`config.mk`:
```
export PLATFORM = sky130hd
export DESIGN_NAME = si5340_i2c_responder
export DESIGN_NICKNAME = d
export VERILOG_FILES = /design/src/rtl/cfg_pkg.sv /design/src/rtl/i2c_line_sync.sv /design/src/rtl/si5340_i2c_responder.sv
export SDC_FILE = /design/constraint.sdc
export NUM_CORES = 1
export LEC_CHECK = 0
export CORE_MARGIN = 8
export CORE_UTILIZATION = 33
export DETAILED_ROUTE_END_ITERATION = 6
export GPL_TIMING_DRIVEN = 0
export HOLD_SLACK_MARGIN = 0.03
export MAX_ROUTING_LAYER = met4
export PLACE_DENSITY = 0.57
export SETUP_SLACK_MARGIN = 0.15
export SYNTH_ARGS = -nofsm -noshare
export SYNTH_HDL_FRONTEND = slang
export SYNTH_SLANG_ARGS = --single-unit
```
`constraint.sdc`:
```
create_clock -name clk_i -period 2.2 [get_ports clk_i]
set_input_delay 0.33 -clock clk_i [delete_from_list [all_inputs] [get_ports clk_i]]
set_output_delay 0.33 -clock clk_i [all_outputs]
set_load 0.05 [all_outputs]
```
`src/rtl/cfg_pkg.sv`:
```
// Shared configuration for the SI5340 I2C register responder: bus address,
// page-select register offset, protocol state encoding and R/W bit type.
package cfg_pkg;
  localparam logic [6:0] SLAVE_ADDR_DEFAULT = 7'h74;
  localparam logic [7:0] PAGE_REG_OFFSET    = 8'h01;

  typedef enum logic [3:0] {
    IDLE, ADDR, ADDR_ACK, REG, REG_ACK, WDATA, WDATA_ACK, RDATA, RDATA_ACK
  } state_t;

  typedef enum logic {RW_WRITE = 1'b0, RW_READ = 1'b1} rw_t;
endpackage

```
`src/rtl/i2c_line_sync.sv`:
```
// Brings SCL/SDA into the clk domain and flags SCL edges plus START/STOP.
module i2c_line_sync #(
  parameter int SYNC_STAGES = 2
) (
  input  logic clk,
  input  logic rst,
  input  logic scl_in,
  input  logic sda_in,
  output logic sda,
  output logic scl_rise,
  output logic scl_fall,
  output logic start,
  output logic stop
);
  logic [SYNC_STAGES-1:0] scl_sync, sda_sync;
  logic scl_s, sda_s, scl_q, sda_q;

  assign scl_s = scl_sync[SYNC_STAGES-1];
  assign sda_s = sda_sync[SYNC_STAGES-1];

  // Idle bus is high, so everything resets to 1 to avoid a false START.
  always_ff @(posedge clk) begin
    if (rst) begin
      scl_sync <= '1;
      sda_sync <= '1;
      scl_q    <= 1'b1;
      sda_q    <= 1'b1;
    end else begin
      scl_sync <= (scl_sync << 1) | SYNC_STAGES'(scl_in);
      sda_sync <= (sda_sync << 1) | SYNC_STAGES'(sda_in);
      scl_q    <= scl_s;
      sda_q    <= sda_s;
    end
  end

  assign sda      = sda_s;
  assign scl_rise = scl_s & ~scl_q;
  assign scl_fall = ~scl_s & scl_q;
  assign start    = scl_s & scl_q & sda_q & ~sda_s;
  assign stop     = scl_s & scl_q & ~sda_q & sda_s;
endmodule

```
`src/rtl/si5340_i2c_responder.sv`:
```
// I2C target emulating the SI5340 paged register map: {page, offset} addressing,
// auto-incrementing offset, page register at offset 0x01.
module si5340_i2c_responder
  import cfg_pkg::*;
#(
  parameter logic [6:0] SLAVE_ADDR  = SLAVE_ADDR_DEFAULT,
  parameter int         SYNC_STAGES = 2
) (
  input  logic        clk_i,
  input  logic        rst_i,
  input  logic        scl_pad_i,
  input  logic        sda_pad_i,
  output logic        sda_pad_o,
  output logic        sda_padoen_o,
  output logic        wr_en_o,
  output logic [15:0] wr_addr_o,
  output logic [7:0]  wr_data_o,
  output logic [15:0] rd_addr_o,
  input  logic [7:0]  rd_data_i,
  output logic        busy_o
);
  logic       sda, scl_rise, scl_fall, start, stop;
  state_t     state;
  logic [3:0] bit_cnt;
  logic [7:0] shreg, page, offset, rx_byte, load_val;

  i2c_line_sync #(.SYNC_STAGES(SYNC_STAGES)) u_sync (
    .clk(clk_i), .rst(rst_i), .scl_in(scl_pad_i), .sda_in(sda_pad_i),
    .sda(sda), .scl_rise(scl_rise), .scl_fall(scl_fall),
    .start(start), .stop(stop)
  );

  assign sda_pad_o = 1'b0;
  assign rd_addr_o = {page, offset};
  assign rx_byte   = {shreg[6:0], sda};
  assign load_val  = (offset == PAGE_REG_OFFSET) ? page : rd_data_i;

  // Bits are sampled on SCL rise; all SDA drive changes happen on SCL fall.
  always_ff @(posedge clk_i) begin
    if (rst_i) begin
      state        <= IDLE;
      bit_cnt      <= '0;
      shreg        <= '0;
      page         <= '0;
      offset       <= '0;
      sda_padoen_o <= 1'b1;
      wr_en_o      <= 1'b0;
      wr_addr_o    <= '0;
      wr_data_o    <= '0;
      busy_o       <= 1'b0;
    end else begin
      wr_en_o <= 1'b0;
      if (stop) begin
        state        <= IDLE;
        bit_cnt      <= '0;
        sda_padoen_o <= 1'b1;
        busy_o       <= 1'b0;
      end else if (start) begin
        state   <= ADDR;
        bit_cnt <= '0;
      end else if (scl_rise) begin
        case (state)
          ADDR, REG, WDATA: begin
            shreg   <= rx_byte;
            bit_cnt <= bit_cnt + 4'd1;
            if (state == WDATA && bit_cnt == 4'd7) begin
              wr_en_o   <= 1'b1;
              wr_addr_o <= {page, offset};
              wr_data_o <= rx_byte;
              offset    <= offset + 8'd1;
              if (offset == PAGE_REG_OFFSET) page <= rx_byte;
            end
          end
          RDATA: bit_cnt <= bit_cnt + 4'd1;
          RDATA_ACK: if (sda) begin
            state  <= IDLE;
            busy_o <= 1'b0;
          end
          default: ;
        endcase
      end else if (scl_fall) begin
        case (state)
          ADDR: if (bit_cnt == 4'd8) begin
            bit_cnt <= '0;
            if (shreg[7:1] == SLAVE_ADDR) begin
              state        <= ADDR_ACK;
              sda_padoen_o <= 1'b0;
              busy_o       <= 1'b1;
            end else begin
              state <= IDLE;
            end
          end else begin
            sda_padoen_o <= 1'b1;
          end
          REG: if (bit_cnt == 4'd8) begin
            offset       <= shreg;
            bit_cnt      <= '0;
            state        <= REG_ACK;
            sda_padoen_o <= 1'b0;
          end
          WDATA: if (bit_cnt == 4'd8) begin
            bit_cnt      <= '0;
            state        <= WDATA_ACK;
            sda_padoen_o <= 1'b0;
          end
          ADDR_ACK: if (rw_t'(shreg[0]) == RW_READ) begin
            state        <= RDATA;
            shreg        <= load_val;
            sda_padoen_o <= load_val[7];
          end else begin
            state        <= REG;
            sda_padoen_o <= 1'b1;
          end
          REG_ACK, WDATA_ACK: begin
            state        <= WDATA;
            sda_padoen_o <= 1'b1;
          end
          RDATA: if (bit_cnt == 4'd8) begin
            bit_cnt      <= '0;
            state        <= RDATA_ACK;
            sda_padoen_o <= 1'b1;
            offset       <= offset + 8'd1;
          end else begin
            shreg        <= {shreg[6:0], 1'b0};
            sda_padoen_o <= shreg[6];
          end
          RDATA_ACK: begin
            state        <= RDATA;
            shreg        <= load_val;
            sda_padoen_o <= load_val[7];
          end
          default: ;
        endcase
      end
    end
  end
endmodule
```
* Yosys cells after proc, flatten, opt, wreduce, memory -nomap -nowiden
Cells that the tools add are included.
** Word-level totals
- Input bits :: 12
- Logic and storage cells :: 140
- Output and inout port bits :: 44
- Register bits :: 65
** Cells by class
- Equality and inequality tests :: 32
- Add/sub/neg operators :: 2
- Reductions and logical operators :: 28
- Muxes and demuxes :: 45
- Bitwise operators :: 17
** Operator list (number)
- $mux 8 :: 12
- $mux 4 :: 13
- $pmux 4 s7 :: 1
- $pmux 8 s3 :: 1
- $reduce_and 8->1 :: 3
- $eq 4x3->1 const B :: 5
- $ne 3x3->1 const B :: 6
- $reduce_and 6->1 :: 3
- $pmux 8 s2 :: 1
- $mux 1 :: 14
- $reduce_and 7->1 :: 2
- $ne 4x4->1 const B :: 3
- $ne 2x1->1 const B :: 5
- $add 8x1->8 const B :: 1
- $eq 4x2->1 const B :: 2
- $eq 4x4->1 const B :: 2
- $eq 8x1->1 const B :: 1
- $not 1->1 :: 8
- $reduce_bool 2->1 :: 4
- $reduce_bool 8->1 :: 1
- $and 1x1->1 :: 7
- $eq 7x7->1 const B :: 1
- $reduce_bool 7->1 :: 1
- $ne 3x1->1 const B :: 2
- other kinds (19) :: 25

* Logic depth before layout (Yosys ltp)
- Depth in word-level cells :: 7
- Depth in mapped cells :: 10
- Mapped depth without buffers :: 7

* Hierarchy
From an unflattened synthesis, not the netlist that was laid out.
** Unflattened totals
- Cell total of the unflattened synthesis :: 414
- Area, all modules :: 3243.1 um^2
** Modules (own cells, without submodules)
- si5340_i2c_responder :: cells an instance 398, area an instance 3052.9 um^2, times used 1, seq. area each 1181.1 um^2
- i2c_line_sync :: cells an instance 16, area an instance 190.2 um^2, times used 1, seq. area each 120.1 um^2

* Worst setup path after synthesis
OpenSTA, ideal clock, no wires.
- Kind :: register to register
- From :: reg offset[0]
- To :: reg page[0]
- Setup time :: 0.132 ns
- Stages on the path, launching flop included :: 8
- Data arrival time :: 2.028 ns
- Path slack :: 0.040 ns
- Path through :: dfxtp_1 ha_1 nor4b_1 nand2_1 or2_2 clkbuf_1 nand2_1 a21oi_1
** Between the ends
- Word-level cells in the longest chain between the ends :: 2
** RTL lines
- start: declaration :: line si5340_i2c_responder.sv:25 : logic [7:0] shreg, page, offset, rx_byte, load_val;
- start signal: assignment :: line si5340_i2c_responder.sv:70 : offset <= offset + 8'd1;
- start signal: assignment :: line si5340_i2c_responder.sv:96 : offset <= shreg;
- start signal: assignment :: line si5340_i2c_responder.sv:122 : offset <= offset + 8'd1;
- $eq 8x1->1 :: line si5340_i2c_responder.sv:71 : if (offset == PAGE_REG_OFFSET) page <= rx_byte;
- $reduce_and 6->1 (no source line)
- end signal: assignment :: line si5340_i2c_responder.sv:71
- end: declaration :: line si5340_i2c_responder.sv:25
Every way passes these cells.
A chain may end at the register's enable or synchronous reset.

* Final worst setup path
- From :: reg state[1]
- To :: reg state[1]
** Between the ends
- Word-level cells in the longest chain between the ends :: 5
** RTL lines
- start: declaration :: line si5340_i2c_responder.sv:23 : state_t state;
- start signal: assignment :: line si5340_i2c_responder.sv:41 : state <= IDLE;
- start signal: assignment :: line si5340_i2c_responder.sv:54 : state <= IDLE;
- start signal: assignment :: line si5340_i2c_responder.sv:59 : state <= ADDR;
- $eq 4x3->1 :: line si5340_i2c_responder.sv:82 : case (state)
- $reduce_or 2->1 :: line si5340_i2c_responder.sv:82
- $pmux 4 s7 :: line si5340_i2c_responder.sv:82
- $mux 4 :: line si5340_i2c_responder.sv:81 : end else if (scl_fall) begin
- $mux 4 :: line si5340_i2c_responder.sv:61 : end else if (scl_rise) begin
Several ways; a longest one is shown, not always the timed one. The select of a mux whose other input is x is not followed.

==> run_results.csv <==
group,metric,value,unit
logic_synthesis,synth_nets,434,
finish,drive_gt1_frac,0.210,
run,maxCapViolations,0,
clock_tree,cts-root-buf,"clkbuf_8",
worst_hold_path,holdPathEnd,"u_sync.scl_sync[1]",
clock_tree,clk-insertion-delay-late,350,ps
timing,tightest_slew,653,ps
finish,area_delta_synth_final,40.2,%
logic_synthesis,syn_area_per_cell,7.91,µm²
global_route,overflow,0,
logic_synthesis,synthTopCellsByArea,"dfxtp_1, nand2_1, a21oi_1",
power_and_ir_drop,p_seq_frac,0.498,
drt,drc,0,
placed_design,dp_hpwl,6980,µm
logic_synthesis,ys.flop_type,"dfxtp_1",
clock_tree,clk_pin_slew,80,ps
global_route,grt_pass1_wl,15700,µm
finish,num_antenna_cells,0,
floorplanning,io_pins,56,
logic_synthesis,ys_warn_count,0,
timing,fin_crit_sh,0.913,
power_and_ir_drop,leakagePower,1.62,nW
drt,drt-initial-drc-count,225,
run_status,status,"complete, no violations",
logic_synthesis,synthCells,415,
placed_design,placed_area,3980,µm²
clock_tree,cts_buffers,9,
timing,final.setup.worst_slack,192,ps
power_and_ir_drop,combPwrFrac,0.061,
setup_path,cp.required,2480,ps
clock_tree,clk_path_buf_depth,2,
global_route,grt_start_max_net_pins,15,
logic_synthesis,yosysTopAreaCell,"dfxtp_1",
setup_path,regToRegEndpoint,"state[1]",
global_route,grt_pass1_vias,3131,
floorplanning,die-area,13400,µm²
logic_synthesis,yosysUniqueCellTypes,61,
worst_hold_path,hold_path.startpoint,"u_sync.scl_sync[0]",
placed_design,place_congestion,0.875,
power_and_ir_drop,clkPwrFrac,0.441,
logic_synthesis,synth_top_area_frac,0.397,
worst_hold_path,whs_path_depth,1,
setup_path,cp.arrival,2290,ps
clock_tree,postCtsHoldBufs,0,
timing,finalMaxSlewViolations,0,
power_and_ir_drop,sw_frac_of_total,0.255,
floorplanning,core,9730,µm²
worst_hold_path,hp-class,"reg -> reg",
drt,ant_nets,0,
logic_synthesis,synth_seq_cells,65,
setup_path,ff2ff_setup_slack,190,ps
power_and_ir_drop,ir_drop,0.000222,V
logic_synthesis,async_flop_share,0,
floorplanning,die_h,116,µm
setup_path,crit_fanout,7,
global_route,antenna_found_initial,0,
drt,dr_total_vias,3289,
power_and_ir_drop,p_int,1.77,mW
clock_tree,htreeDepth,3,
clock_tree,cts_tree,"done",
drt,wl_per_cell,16.0,µm
clock_tree,clock_sinks,65,
logic_synthesis,synth_edf_count,0,
drt,finalWirelength,10200,µm
finish,fin_nets,514,
timing,period_needed,2010,ps
drt,dr.pass1.iters,4,
timing,setup_viol,0,
placed_design,port_buffers,53,
logic_synthesis,syn-cell-area,3280,µm²
setup_path,worstSetupEndpointType,"flop",
power_and_ir_drop,switching_power,604,µW
timing,rsz0062_at_grt,"yes",
timing,worst_hold_slack,416,ps
floorplanning,initial_core_util,0.337,
setup_path,reg2regPathDepth,7,
timing,finClkSkew,10.5,ps
drt,via_per_inst,5.20,
power_and_ir_drop,p_per_area,516,nW/µm²
setup_path,critical_path_class,"reg -> reg",
finish,final_area,4600,µm²
floorplanning,die_w,116,µm
setup_path,timing.rr.start,"state[1]",
global_route,grt_usage,0.151,
setup_path,start_kind,"flop",
timing,hold_viol_final,0,
placed_design,dp_slack,-296,ps
logic_synthesis,synth_seq_area_share,0.397,
timing,fmax,498,MHz
floorplanning,rows,36,
timing,relSlewSlack,0.561,
[flip-flops by register name (all words and copies together), names as in the netlist]
register,count
offset,8
u_sync.sda_sync,2
shreg,8
state,4
sda_padoen_o,1
busy_o,1
u_sync.scl_sync,2
wr_data_o,8
page,8
u_sync.sda_q,1
u_sync.scl_q,1
wr_addr_o,16
wr_en_o,1
bit_cnt,4
[metal layers]
metal,vias up,global-route usage,wire [µm]
met5,-,-,0
li1,1632,-,-
met1,1545,0.186,4710
met3,16,0.0240,585
met4,0,0.0778,217
met2,96,0.233,4640
[worst max path at each step]
stage                     slack [ps]            to          from  depth (start not counted)
after floorplan                  220     offset[2]  u_sync.scl_q                          9
after global placement          -240  wr_data_o[0]  u_sync.scl_q                         10
after detailed placement        -300       page[5]  u_sync.scl_q                          9
after CTS                         60     offset[2]  u_sync.scl_q                          9
after global routing             110     offset[2]  u_sync.scl_q                          9
final                            190      state[1]      state[1]                          7
[area by class of cell]
| cell class | count | area, µm² |
|---|---|---|
| buffer | 32 | 225 |
| clock buffer | 9 | 124 |
| clock inverter | 7 | 77.6 |
| fill | 974 | 5130 |
| inverter | 13 | 48.8 |
| multi-input combinational | 305 | 1970 |
| sequential | 65 | 1310 |
| tap | 133 | 166 |
| timing repair buffer | 69 | 674 |
[logic make-up (layout without fill, tap and decap cells)]
logic type,Yosys count,after routing,synth area share
other,1,1,0.00114
muxes,10,10,0.0336
AOI/OAI and AO/OA,113,113,0.221
adders and majority gates,7,7,0.0267
xor gates and xnor gates,6,6,0.0160
DFF,65,65,0.397
buffers and inverters,46,130,0.0599
and+or+nand+nor,167,168,0.245
[power groups by stage]
| stage | Sequential, mW | Combinational [mW] | Clock (mW) |
|---|---|---|---|
| finish | 1.18 | 0.144 | 1.05 |
| global route | 1.18 | 0.155 | 1.13 |
| CTS | 1.18 | 0.127 | 1.08 |
| detailed placement | 1.21 | 0.120 | 0 |
| global placement | 1.21 | 0.121 | 0 |
| floorplan | 1.21 | 0.0760 | 0 |
[Yosys cell counts, types with 4 or more instances]
library cell / number
o32ai_1: 5
and3_1: 5
mux2_2: 8
buf_2: 4
nor4b_1: 4
ha_1: 7
o211ai_1: 5
inv_1: 13
a21oi_1: 58
dfxtp_1: 65
nor3_1: 7
nor2_1: 18
or2_2: 5
a211oi_1: 7
xor2_1: 4
nand2_1: 90
a22oi_1: 7
clkbuf_1: 24
nand3_1: 12
o21ai_0: 6
[stage by stage]
step / total power [mW] / TNS, ps / util / instances
6_report: 2.37 / 0 / 0.473 / 633
3_3_place_gp: 1.33 / -6750 / 0.409 / 601
2_1_floorplan: 1.29 / 0 / - / 415
3_5_place_dp: 1.33 / -7280 / 0.409 / 601
5_1_grt: 2.47 / 0 / 0.473 / 633
4_1_cts: 2.39 / 0 / 0.443 / 618
[cells in the final DEF (no fill, tap or decap), types with 3 or more instances in the layout]
cell,count
a211oi_1,5
a21oi_1,53
a21oi_2,6
a22oi_1,7
and3_1,5
buf_4,19
buf_6,3
clkbuf_1,10
clkbuf_2,6
clkbuf_4,3
clkbuf_8,11
clkdlybuf4s50_1,49
dfxtp_1,58
dfxtp_2,6
dlymetal6s2s_1,3
ha_1,5
inv_1,12
mux2_2,8
nand2_1,90
nand3_1,12
nor2_1,17
nor3_1,5
o211ai_1,5
o21ai_0,5
o32ai_1,5
or2_2,5
xor2_1,4
[worst max-delay path: stages (launching register included)]
cell and delay (ps):
dfxtp_1 310, buf_6 120, or4b_4 530, buf_6 150, a21oi_2 110, o21ai_2 90, or4_4 490, a21oi_2 130
[repair_timing]
item / 4_1_cts / 5_1_grt
gates cloned: 0 / 2
endpoints found under the setup margin: 48 / 50
pin swaps: 1 / 15
gates resized for setup: 31 / 55
buffers inserted: 2 / 13
(Power assumes the default switching activity.)
